--- config.mk ---
export PLATFORM = sky130hd
export DESIGN_NAME = input_ctrl
export DESIGN_NICKNAME = d
export VERILOG_FILES = /design/src/rtl/recon_pkg.sv /design/src/rtl/stream_fifo.sv /design/src/rtl/input_ctrl.sv
export SDC_FILE = /design/constraint.sdc
export NUM_CORES = 1
export LEC_CHECK = 0
export ABC_AREA = 1
export BUFFER_PORTS_ARGS = -buffer_cell sky130_fd_sc_hd__buf_2
export CAP_MARGIN = 30
export CORE_ASPECT_RATIO = 0.6
export CORE_MARGIN = 3
export CORE_UTILIZATION = 60
export CTS_BUF_LIST = sky130_fd_sc_hd__clkbuf_8
export DETAILED_ROUTE_END_ITERATION = 10
export PLACE_DENSITY = 0.77
export SLEW_MARGIN = 30
export SYNTH_ARGS = -nofsm -noshare
export SYNTH_HDL_FRONTEND = slang
export SYNTH_HIERARCHICAL = 1
export SYNTH_SLANG_ARGS = --single-unit
--- constraint.sdc ---
create_clock -name clock -period 6.9 [get_ports clock]
set_clock_uncertainty 0.15 [all_clocks]
set_input_delay 1.035 -clock clock [delete_from_list [all_inputs] [get_ports clock]]
set_output_delay 1.035 -clock clock [all_outputs]
set_load 0.01 [all_outputs]
--- src/rtl/recon_pkg.sv ---
// rtl/recon_pkg.sv - shared types for the reconstruction datapath
package recon_pkg;

  localparam int SAMPLE_W = 16;

  typedef logic [SAMPLE_W-1:0] sample_t;

  typedef enum logic {
    IDLE,
    STREAM
  } in_state_t;

endpackage

--- src/rtl/stream_fifo.sv ---
// rtl/stream_fifo.sv - first-word-fall-through FIFO with registered storage
module stream_fifo #(
  parameter int WIDTH = 16,
  parameter int DEPTH = 8
) (
  input  logic                         clock,
  input  logic                         reset,
  input  logic                         push,
  input  logic [WIDTH-1:0]             push_data,
  input  logic                         pop,
  output logic [WIDTH-1:0]             pop_data,
  output logic                         full,
  output logic                         empty,
  output logic [$clog2(DEPTH+1)-1:0]   count
);

  localparam int PTR_W = $clog2(DEPTH);
  localparam int CNT_W = $clog2(DEPTH + 1);

  logic [WIDTH-1:0] mem [DEPTH];
  logic [PTR_W-1:0] wr_ptr;
  logic [PTR_W-1:0] rd_ptr;
  logic [CNT_W-1:0] cnt;
  logic             wr_en;
  logic             rd_en;

  // Guard against overflow/underflow so callers cannot corrupt the pointers.
  assign wr_en    = push & ~full;
  assign rd_en    = pop & ~empty;
  assign full     = (cnt == CNT_W'(DEPTH));
  assign empty    = (cnt == '0);
  assign count    = cnt;
  assign pop_data = mem[rd_ptr];

  always_ff @(posedge clock or negedge reset) begin
    if (!reset) begin
      wr_ptr <= '0;
      rd_ptr <= '0;
      cnt    <= '0;
      for (int i = 0; i < DEPTH; i++) begin
        mem[i] <= '0;
      end
    end else begin
      if (wr_en) begin
        mem[wr_ptr] <= push_data;
        wr_ptr      <= wr_ptr + 1'b1;
      end
      if (rd_en) begin
        rd_ptr <= rd_ptr + 1'b1;
      end
      case ({wr_en, rd_en})
        2'b10:   cnt <= cnt + 1'b1;
        2'b01:   cnt <= cnt - 1'b1;
        default: cnt <= cnt;
      endcase
    end
  end

endmodule

--- src/rtl/input_ctrl.sv ---
// rtl/input_ctrl.sv - ingress stage: buffers samples and cuts them into frames
module input_ctrl
  import recon_pkg::*;
#(
  parameter int DATA_W     = SAMPLE_W,
  parameter int FIFO_DEPTH = 8,
  parameter int FRAME_LEN  = 1024,
  parameter int IDX_W      = $clog2(FRAME_LEN)
) (
  input  logic              clock,
  input  logic              reset,
  input  logic [DATA_W-1:0] in_data,
  input  logic              in_valid,
  output logic              in_ready,
  input  logic              iter_busy,
  output logic              iter_new_signal,
  output logic [DATA_W-1:0] proc_data,
  output logic              proc_valid,
  input  logic              proc_ready,
  output logic              proc_last,
  output logic [IDX_W-1:0]  sample_idx
);

  localparam logic [IDX_W-1:0] LAST_IDX = IDX_W'(FRAME_LEN - 1);

  in_state_t                     state_q, state_d;
  logic [IDX_W-1:0]              idx_q, idx_d;
  logic                          new_q, new_d;
  logic                          run_q;
  logic                          push;
  logic                          pop;
  logic                          fifo_full;
  logic                          fifo_empty;
  logic [$clog2(FIFO_DEPTH+1)-1:0] unused_count;

  stream_fifo #(
    .WIDTH (DATA_W),
    .DEPTH (FIFO_DEPTH)
  ) u_fifo (
    .clock     (clock),
    .reset     (reset),
    .push      (push),
    .push_data (in_data),
    .pop       (pop),
    .pop_data  (proc_data),
    .full      (fifo_full),
    .empty     (fifo_empty),
    .count     (unused_count)
  );

  // Keeps in_ready low during reset and for the release edge itself.
  always_ff @(posedge clock or negedge reset) begin
    if (!reset) begin
      run_q <= 1'b0;
    end else begin
      run_q <= 1'b1;
    end
  end

  assign in_ready        = run_q & ~fifo_full;
  assign push            = in_valid & in_ready;
  assign proc_valid      = ~fifo_empty & ((state_q == STREAM) | ~iter_busy);
  assign pop             = proc_valid & proc_ready;
  assign proc_last       = proc_valid & (idx_q == LAST_IDX);
  assign sample_idx      = idx_q;
  assign iter_new_signal = new_q;

  always_ff @(posedge clock or negedge reset) begin
    if (!reset) begin
      state_q <= IDLE;
      idx_q   <= '0;
      new_q   <= 1'b0;
    end else begin
      state_q <= state_d;
      idx_q   <= idx_d;
      new_q   <= new_d;
    end
  end

  always_comb begin
    state_d = state_q;
    idx_d   = idx_q;
    new_d   = 1'b0;
    case (state_q)
      IDLE: begin
        if (pop) begin
          state_d = STREAM;
          idx_d   = IDX_W'(1);
          new_d   = 1'b1;
        end
      end
      STREAM: begin
        if (pop) begin
          if (idx_q == LAST_IDX) begin
            state_d = IDLE;
            idx_d   = '0;
          end else begin
            idx_d = idx_q + 1'b1;
          end
        end
      end
      default: begin
        state_d = IDLE;
        idx_d   = '0;
      end
    endcase
  end

endmodule
==> impl_results.md, run 1 <==
- Cts bufs inserted: 17
- Fraction of layout instances using a drive strength above 1: between 10% and 20%
- Number of sinks on the clock net: 151
- Slew Limit Headroom: about 40%
- Most frequent cell on the critical path: sky130_fd_sc_hd__buf_4
- Number of hold-repair buffers added at the cts stage: 0
- Cell Area, Synth: 8110 sq um
- Die ar.: 15000 sq um
- Postcts setup bufs: 0
- Syn avg cell area: between 7 and 8 sq um
- Average vias per placed instance: just under 6
- First-pass GRT wire length: roughly 36 mm
- I/O pin count: between 50 and 60
- Power density relative to cell area: ~460 nW/um^2
- Max capacitance violation total: 0
- Clock tree from TritonCTS: built
- Slowest Stage Delay on Critical Path: roughly 0.73 ns
- Kind of end point of the critical path: register
- Antenna cell count: 0
- Number of detailed-route iterations in the first pass: 7
- Net count after synthesis: about 1.1k
- Final layout net count: around 1.1k
- Worst slew pin tran: 0.900 ns
- Crit path arrival time: roughly 3.9 ns
- Vias after detailed routing: ~7.3k
- Total global-route track usage: 31.2%
- Number of global-route vias before repair: 6576
- Setup TNS after final layout: 0 ns
- Max IR drop VDD: between 0.2 and 0.3 mV
- H-tree levels: 4
- Drt initial violations: about 780
- Count of buffer and inverter cells on the critical path: 5
- Count of nets left with antenna violations after detail routing: 0
- Worst hold path cell count: 2
- Finish-stage setup viols: 0
- Latest clock arrival within the worst-skew pair: 0.45 ns
- Hold violation total from the final report: 0
- Unrepaired setup endpoints after global routing: false
- Final cell area excluding filler cells: about 8600 sq um
- Starting density of the core: between 60% and 70%
- Top cell family by delay on the critical path: buffers and inverters
- Path depth of the worst reg2reg path: 10
- Warnings, synthesis: 6
- Die span in x: about 160 um
- Number of port buffers: 50
- Largest net degree at the start of global routing: just over 80
- Worst hold path type: reg2reg
- Cell area reported after detailed placement: a little over 8000 sq um
- Highest attainable clock frequency: ~0.28 GHz
- CP Data Required Time: just over 7 ns
- Final worst path period need: between 3 and 4 ns
- Slowest library cell on the worst path: sky130_fd_sc_hd__buf_4
- Area growth from synthesis to final layout: 5.88%
- Status: complete, no violations
- Logic depth of the worst setup path including buffers: 10
- Clock transition at the registers of the reported paths: ~0.090 ns
- Remaining routing DRC violations: 0
- Final routed wirelength across all metal layers: around 23 mm
- DIE HEIGHT: slightly below 100 um
- Routed length per placed instance: between 15 and 20 um
- Post-cts sizing count: 0
- Grt ovf: 0
- Total of flip-flops plus latches after synthesis: 151
- Antenna violations before repair: 0
- Largest fanout on the critical path: slightly below 80
- Post-detail-place hpwl: 12.8 mm
- CP Launch Type: register
- Count of mapped cells out of synthesis: between 1k and 1.5k
- Placement Rows: 32
- Share of the clock period used by the worst path after layout: 52.4%
- Final Max Tran Viols: 0
- Chain of cells forming the critical path: nor2_1, nand3_4, buf_4, inv_2, nor3b_2, buf_4, buf_4, buf_4, nand4_1, nand2_1
- Root buffer cell: sky130_fd_sc_hd__clkbuf_8
- Share of the yosys chip area belonging to registers: 46.6%
- Unique masters post-synth: 32
- Maximum buffer depth of the clock tree: 2
- Category of the most critical setup path: reg2reg
- Routability Congestion: 0.813
- Leakage power figure: roughly 4.6 nW
- Core area: 13000 sq um
## routing by layer
| layer | vias to the layer above | track usage (%) | part of all wire [%] |
|---|---|---|---|
| li1 | 3451 | - | - |
| met1 | 3363 | 47.5 | 46 |
| met2 | 412 | 42.3 | 41 |
| met3 | 39 | 9.70 | 11 |
| met4 | 0 | 9.33 | 1.6 |
| met5 | - | 0 | 0 |
## area by class of cell
cell class	instances	area, sq um
fill	1141	4430
sequential	151	3780
multi-input combinational	790	3730
timing repair buffer	59	324
clock buffer	17	234
tap	170	213
clock inverter	15	186
inverter	30	118
## worst min-delay path, delay by kind of cell (launching register included)
| kind | cells | cell delay [ns] |
|---|---|---|
| DFF | 1 | 0.35 |
| and+or+nand+nor | 2 | 0.09 |
## state kept, by name (all words and copies together) (netlist names)
signal / cells
u_fifo/rd_ptr: 3
run_q: 1
u_fifo/count: 4
iter_new_signal: 1
u_fifo/mem: 128
state_q: 1
sample_idx: 10
u_fifo/wr_ptr: 3
## worst paths after layout
kind	slack [ns]	from	endpoint
max in group asynchronous	4.70	reset	u_fifo/rd_ptr[0]
max	3.28	u_fifo/count[0]	u_fifo/mem[18]
min in group asynchronous	0.47	reset	iter_new_signal
min	0.32	u_fifo/mem[59]	u_fifo/mem[59]
min reg2reg	0.32	u_fifo/mem[59]	u_fifo/mem[59]
max reg2reg	3.28	u_fifo/count[0]	u_fifo/mem[18]
## cells in the final DEF (no fill, tap or decap)
cell and instances:
sky130_fd_sc_hd__a21oi_1 4, sky130_fd_sc_hd__a22oi_1 1, sky130_fd_sc_hd__buf_2 49, sky130_fd_sc_hd__buf_4 9
sky130_fd_sc_hd__buf_6 1, sky130_fd_sc_hd__bufinv_16 4, sky130_fd_sc_hd__clkbuf_8 17, sky130_fd_sc_hd__clkinv_2 4
sky130_fd_sc_hd__clkinvlp_4 4, sky130_fd_sc_hd__conb_1 1, sky130_fd_sc_hd__dfrtp_1 150, sky130_fd_sc_hd__dfrtp_2 1
sky130_fd_sc_hd__fa_1 1, sky130_fd_sc_hd__ha_1 6, sky130_fd_sc_hd__inv_1 24, sky130_fd_sc_hd__inv_2 6
sky130_fd_sc_hd__inv_4 2, sky130_fd_sc_hd__inv_6 1, sky130_fd_sc_hd__nand2_1 479, sky130_fd_sc_hd__nand2_2 3
sky130_fd_sc_hd__nand2_4 1, sky130_fd_sc_hd__nand3_1 13, sky130_fd_sc_hd__nand3_2 5, sky130_fd_sc_hd__nand3_4 5
sky130_fd_sc_hd__nand4_1 129, sky130_fd_sc_hd__nor2_1 46, sky130_fd_sc_hd__nor2_2 3, sky130_fd_sc_hd__nor2_4 10
sky130_fd_sc_hd__nor3_1 1, sky130_fd_sc_hd__nor3b_2 1, sky130_fd_sc_hd__o21ai_0 39, sky130_fd_sc_hd__o21ai_1 31
sky130_fd_sc_hd__or2_2 2, sky130_fd_sc_hd__xnor2_1 5, sky130_fd_sc_hd__xor2_1 4
## synth_stat cells (all sizes together)
master	number	area [sq um]
nand2	483	1830
dfrtp	151	3780
nand4	129	807
o21ai	70	350
nor2	59	304
buf	45	320
clkbuf	42	176
inv	30	115
nand3	23	195
ha	6	75.1
xnor2	5	43.8
a21oi	4	20.0
xor2	4	35.0
or2	2	12.5
a22oi	1	7.51
conb	1	3.75
fa	1	20.0
nor3	1	5.00
nor3b	1	7.51
## logic make-up after synthesis
logic type	synth area share [%]
compound gates	4.66
xor+xnor	0.972
simple gates	39.0
flops	46.6
buf+inv	7.55
other cells	0.0463
fa+ha+maj	1.17
## power breakdown
part / switching [mW] / total [mW] / internal [mW]
clock: 0.342 / 0.731 / 0.389
sequential: 0.223 / 1.46 / 1.24
combinational: 1.23 / 1.77 / 0.541
## through the flow
step                      setup slack (ns)  cells  power [mW]  util, %  hold slack [ns]
after floorplan                       3.39   1058        2.71        -            0.287
after global placement                3.51   1200        3.16     62.7            0.299
after detailed placement              3.43   1200        3.20     62.7            0.304
after CTS                             3.37   1232        3.93     66.0            0.322
after global routing                  3.01   1232        4.26     66.0            0.338
final                                 3.28   1232        3.96     66.0            0.321
Power figures use the tool's default switching activity.
==> inputs of run 2 (changes only) <==
==> constraint.sdc (replaced) <==
create_clock -name clock -period 3.6 [get_ports clock]
set_clock_uncertainty 0.15 [all_clocks]
set_input_delay 0.54 -clock clock [delete_from_list [all_inputs] [get_ports clock]]
set_output_delay 0.54 -clock clock [all_outputs]
set_load 0.01 [all_outputs]
==> run 2 against run 1 <==
Compared with the run above: cell area grew 1.6%; first-iteration DRC count is 2.9% higher; wire length is 1.9% higher; die area stayed put; sequential power grew 92%; register-to-register slack got worse by 2.7 ns; critical path type unchanged.
==> impl_results.md, run 2 (synthesis gave the netlist of run 1 again) <==
- Status: complete, no violations
- Clock tree from TritonCTS: built
- Finish-stage setup viols: 0
- Cell area reported after detailed placement: between 8000 and 9000 sq um
- Number of sinks on the clock net: ~150
- Final Max Tran Viols: 0
- Largest net degree at the start of global routing: around 140
- Maximum buffer depth of the clock tree: 2
- Share of the core filled with cells: 67.0%
- Unrepaired setup endpoints after global routing: false
- Antenna cell count: 0
- Met3 routed WL: approximately 2.6 mm
- FILL cells: between 1k and 1.5k
- Area growth from synthesis to final layout: 7.59%
- Comb power frac: ~46%
- Switching Fraction: a little under half
- Setup slack on the worst flop-to-flop path: 0.58 ns
- Drt initial violations: 807
- Highest metal used: met4
- Power density relative to cell area: a little under 900 nW/um^2
- Antenna violations before repair: 0
- Max IR drop VDD: 0.590 mV
- Post-cts sizing count: 0
- Count of nets left with antenna violations after detail routing: 0
- Part of the total power dissipated in sequential elements: approximately 37%
- Portion of total power attributed to the clock network: 17.6%
- Worst slew pin tran: 0.863 ns
- Number of port buffers: 50
- Post-detail-place hpwl: around 13 mm
- Crit path arrival time: roughly 3.2 ns
- Die span in x: approximately 160 um
- DIE HEIGHT: around 96 um
- Category of the most critical setup path: reg2reg
- Latest clock arrival within the worst-skew pair: 0.45 ns
- Core area: between 10000 and 15000 sq um
- Max capacitance violation total: 0
- Multi-input logic area: around 3700 sq um
- Remaining routing DRC violations: 0
- Vias after detailed routing: 7373
- Highest attainable clock frequency: 0.331 GHz
- Root buffer cell: sky130_fd_sc_hd__clkbuf_8
- Number of detailed-route iterations in the first pass: 7
- Hold violation total from the final report: 0
- Routed length per placed instance: ~18 um
- Grt ovf: 0
- Fraction of layout instances using a drive strength above 1: approximately an eighth
- Starting density of the core: between 60 and 70%
- Total global-route track usage: 31.8%
- Worst hold path type: in2reg
- Placement Rows: 32
- Kind of end point of the critical path: register
- Average vias per placed instance: roughly 5.9
- Routability Congestion: just over 0.8
- Leakage power figure: between 4 and 5 nW
- Clock transition at the registers of the reported paths: ~0.090 ns
- Slew Limit Headroom: 42.4%
- Final routed wirelength across all metal layers: between 20 and 25 mm
- Share of the clock period used by the worst path after layout: 83.9%
- Die ar.: roughly 15000 sq um
- Largest Register: u_fifo/mem
- Largest fanout on the critical path: 9
- Total routed wire length on the met1 layer: around 10 mm
- Cts bufs inserted: 17
- Final layout net count: around 1.1k
- Wire length on met2: a little under 10 mm
- I/O pin count: a little over 50
- First-pass GRT wire length: 36.4 mm
- Register Area: approximately 3800 sq um
- Number of global-route vias before repair: approximately 6.7k
- Final cell area excluding filler cells: around 8700 sq um
- Psw: between 3 and 4 mW
- Top library cells by usage in the layout, fill and taps aside: 479 x sky130_fd_sc_hd__nand2_1, 150 x sky130_fd_sc_hd__dfrtp_1, 129 x sky130_fd_sc_hd__nand4_1, 49 x sky130_fd_sc_hd__buf_2, 46 x sky130_fd_sc_hd__nor2_1
- Final worst path period need: just over 3 ns
- Setup TNS after final layout: 0 ns
- Start point of the critical path: u_fifo/count[0]
- H-tree levels: 4
- CP Data Required Time: about 3.8 ns
- Launching point of the worst reg2reg path: u_fifo/count[0]
- Commonest non-fill, non-tap cell in the layout: sky130_fd_sc_hd__nand2_1
- CP Launch Type: register
- Internal portion of total power: between 4 and 5 mW
- Largest register FFs: between 100 and 150
- Critical hold path startpoint: in_data[15]
run 2: changes by cell type in the layout (fill, tap and decap cells not counted), sizes merged:
cell | previous run | this run
dlygate4sd3 | 0 | 1
clkbuf | 17 | 18
buf | 59 | 73
clkinv | 4 | 6
clkinvlp | 4 | 2
bufinv | 4 | 3
run 2: power by group through the flow:
stage	clock network (mW)	registers (mW)	logic [mW]
after floorplan	0	2.71	2.48
after global placement	0	2.80	3.36
after detailed placement	0	2.82	3.42
after CTS	1.37	2.79	3.44
after global routing	1.44	2.88	3.90
final	1.34	2.80	3.49
run 2: metrics by stage:
step | hold slack, ns | power (mW) | setup WS, ns | cells
after global placement | 0.298 | 6.16 | 0.665 | 1214
after global routing | 0.259 | 8.22 | 0.314 | 1247
after CTS | 0.250 | 7.60 | 0.599 | 1247
after floorplan | 0.0944 | 5.19 | 0.0874 | 1058
after detailed placement | 0.303 | 6.24 | 0.617 | 1214
final | 0.277 | 7.64 | 0.579 | 1247
run 2: area by class of cell:
type                            count  area share, %
Clock buffer                       18           2.84
Clock inverter                     14           1.85
Inverter                           30           1.32
Multi-Input combinational cell    790           42.7
Sequential cell                   151           43.3
Tap cell                          170           2.44
Timing Repair Buffer               74           5.47
run 2: what timing repair did:
item	CTS	global route
hold buffers	1	0
endpoints found under the hold margin	53	0
buffers inserted	0	0
setup endpoints to repair	0	0
run 2: per-layer routing:
metal / vias to the layer above / track usage, %
met1: 3439 / 48.3
met2: 417 / 44.0
li1: 3479 / -
met3: 38 / 8.76
met5: - / 0
met4: 0 / 9.77
run 2: worst max-delay path, cell delays in order, from the launching register on:
cell	delay (ns)
sky130_fd_sc_hd__dfrtp_1	0.44
sky130_fd_sc_hd__nor2_1	0.25
sky130_fd_sc_hd__nand3_1	0.21
sky130_fd_sc_hd__inv_1	0.09
sky130_fd_sc_hd__inv_1	0.07
sky130_fd_sc_hd__nand3_4	0.15
sky130_fd_sc_hd__inv_2	0.09
sky130_fd_sc_hd__nand2_1	0.19
sky130_fd_sc_hd__inv_1	0.11
sky130_fd_sc_hd__ha_1	0.27
sky130_fd_sc_hd__ha_1	0.36
sky130_fd_sc_hd__or2_2	0.29
sky130_fd_sc_hd__nand2_1	0.06
sky130_fd_sc_hd__nand2_1	0.05
sky130_fd_sc_hd__nand3_1	0.08
sky130_fd_sc_hd__nand2_1	0.05
run 2: path summary, 6_finish.rpt:
check,endpoint,depth (start not counted)
max,u_fifo/count[3],15
min,u_fifo/mem[127],3
max reg2reg,u_fifo/count[3],15
min reg2reg,u_fifo/mem[57],2
max in group asynchronous,run_q,3
min in group asynchronous,u_fifo/mem[121],2
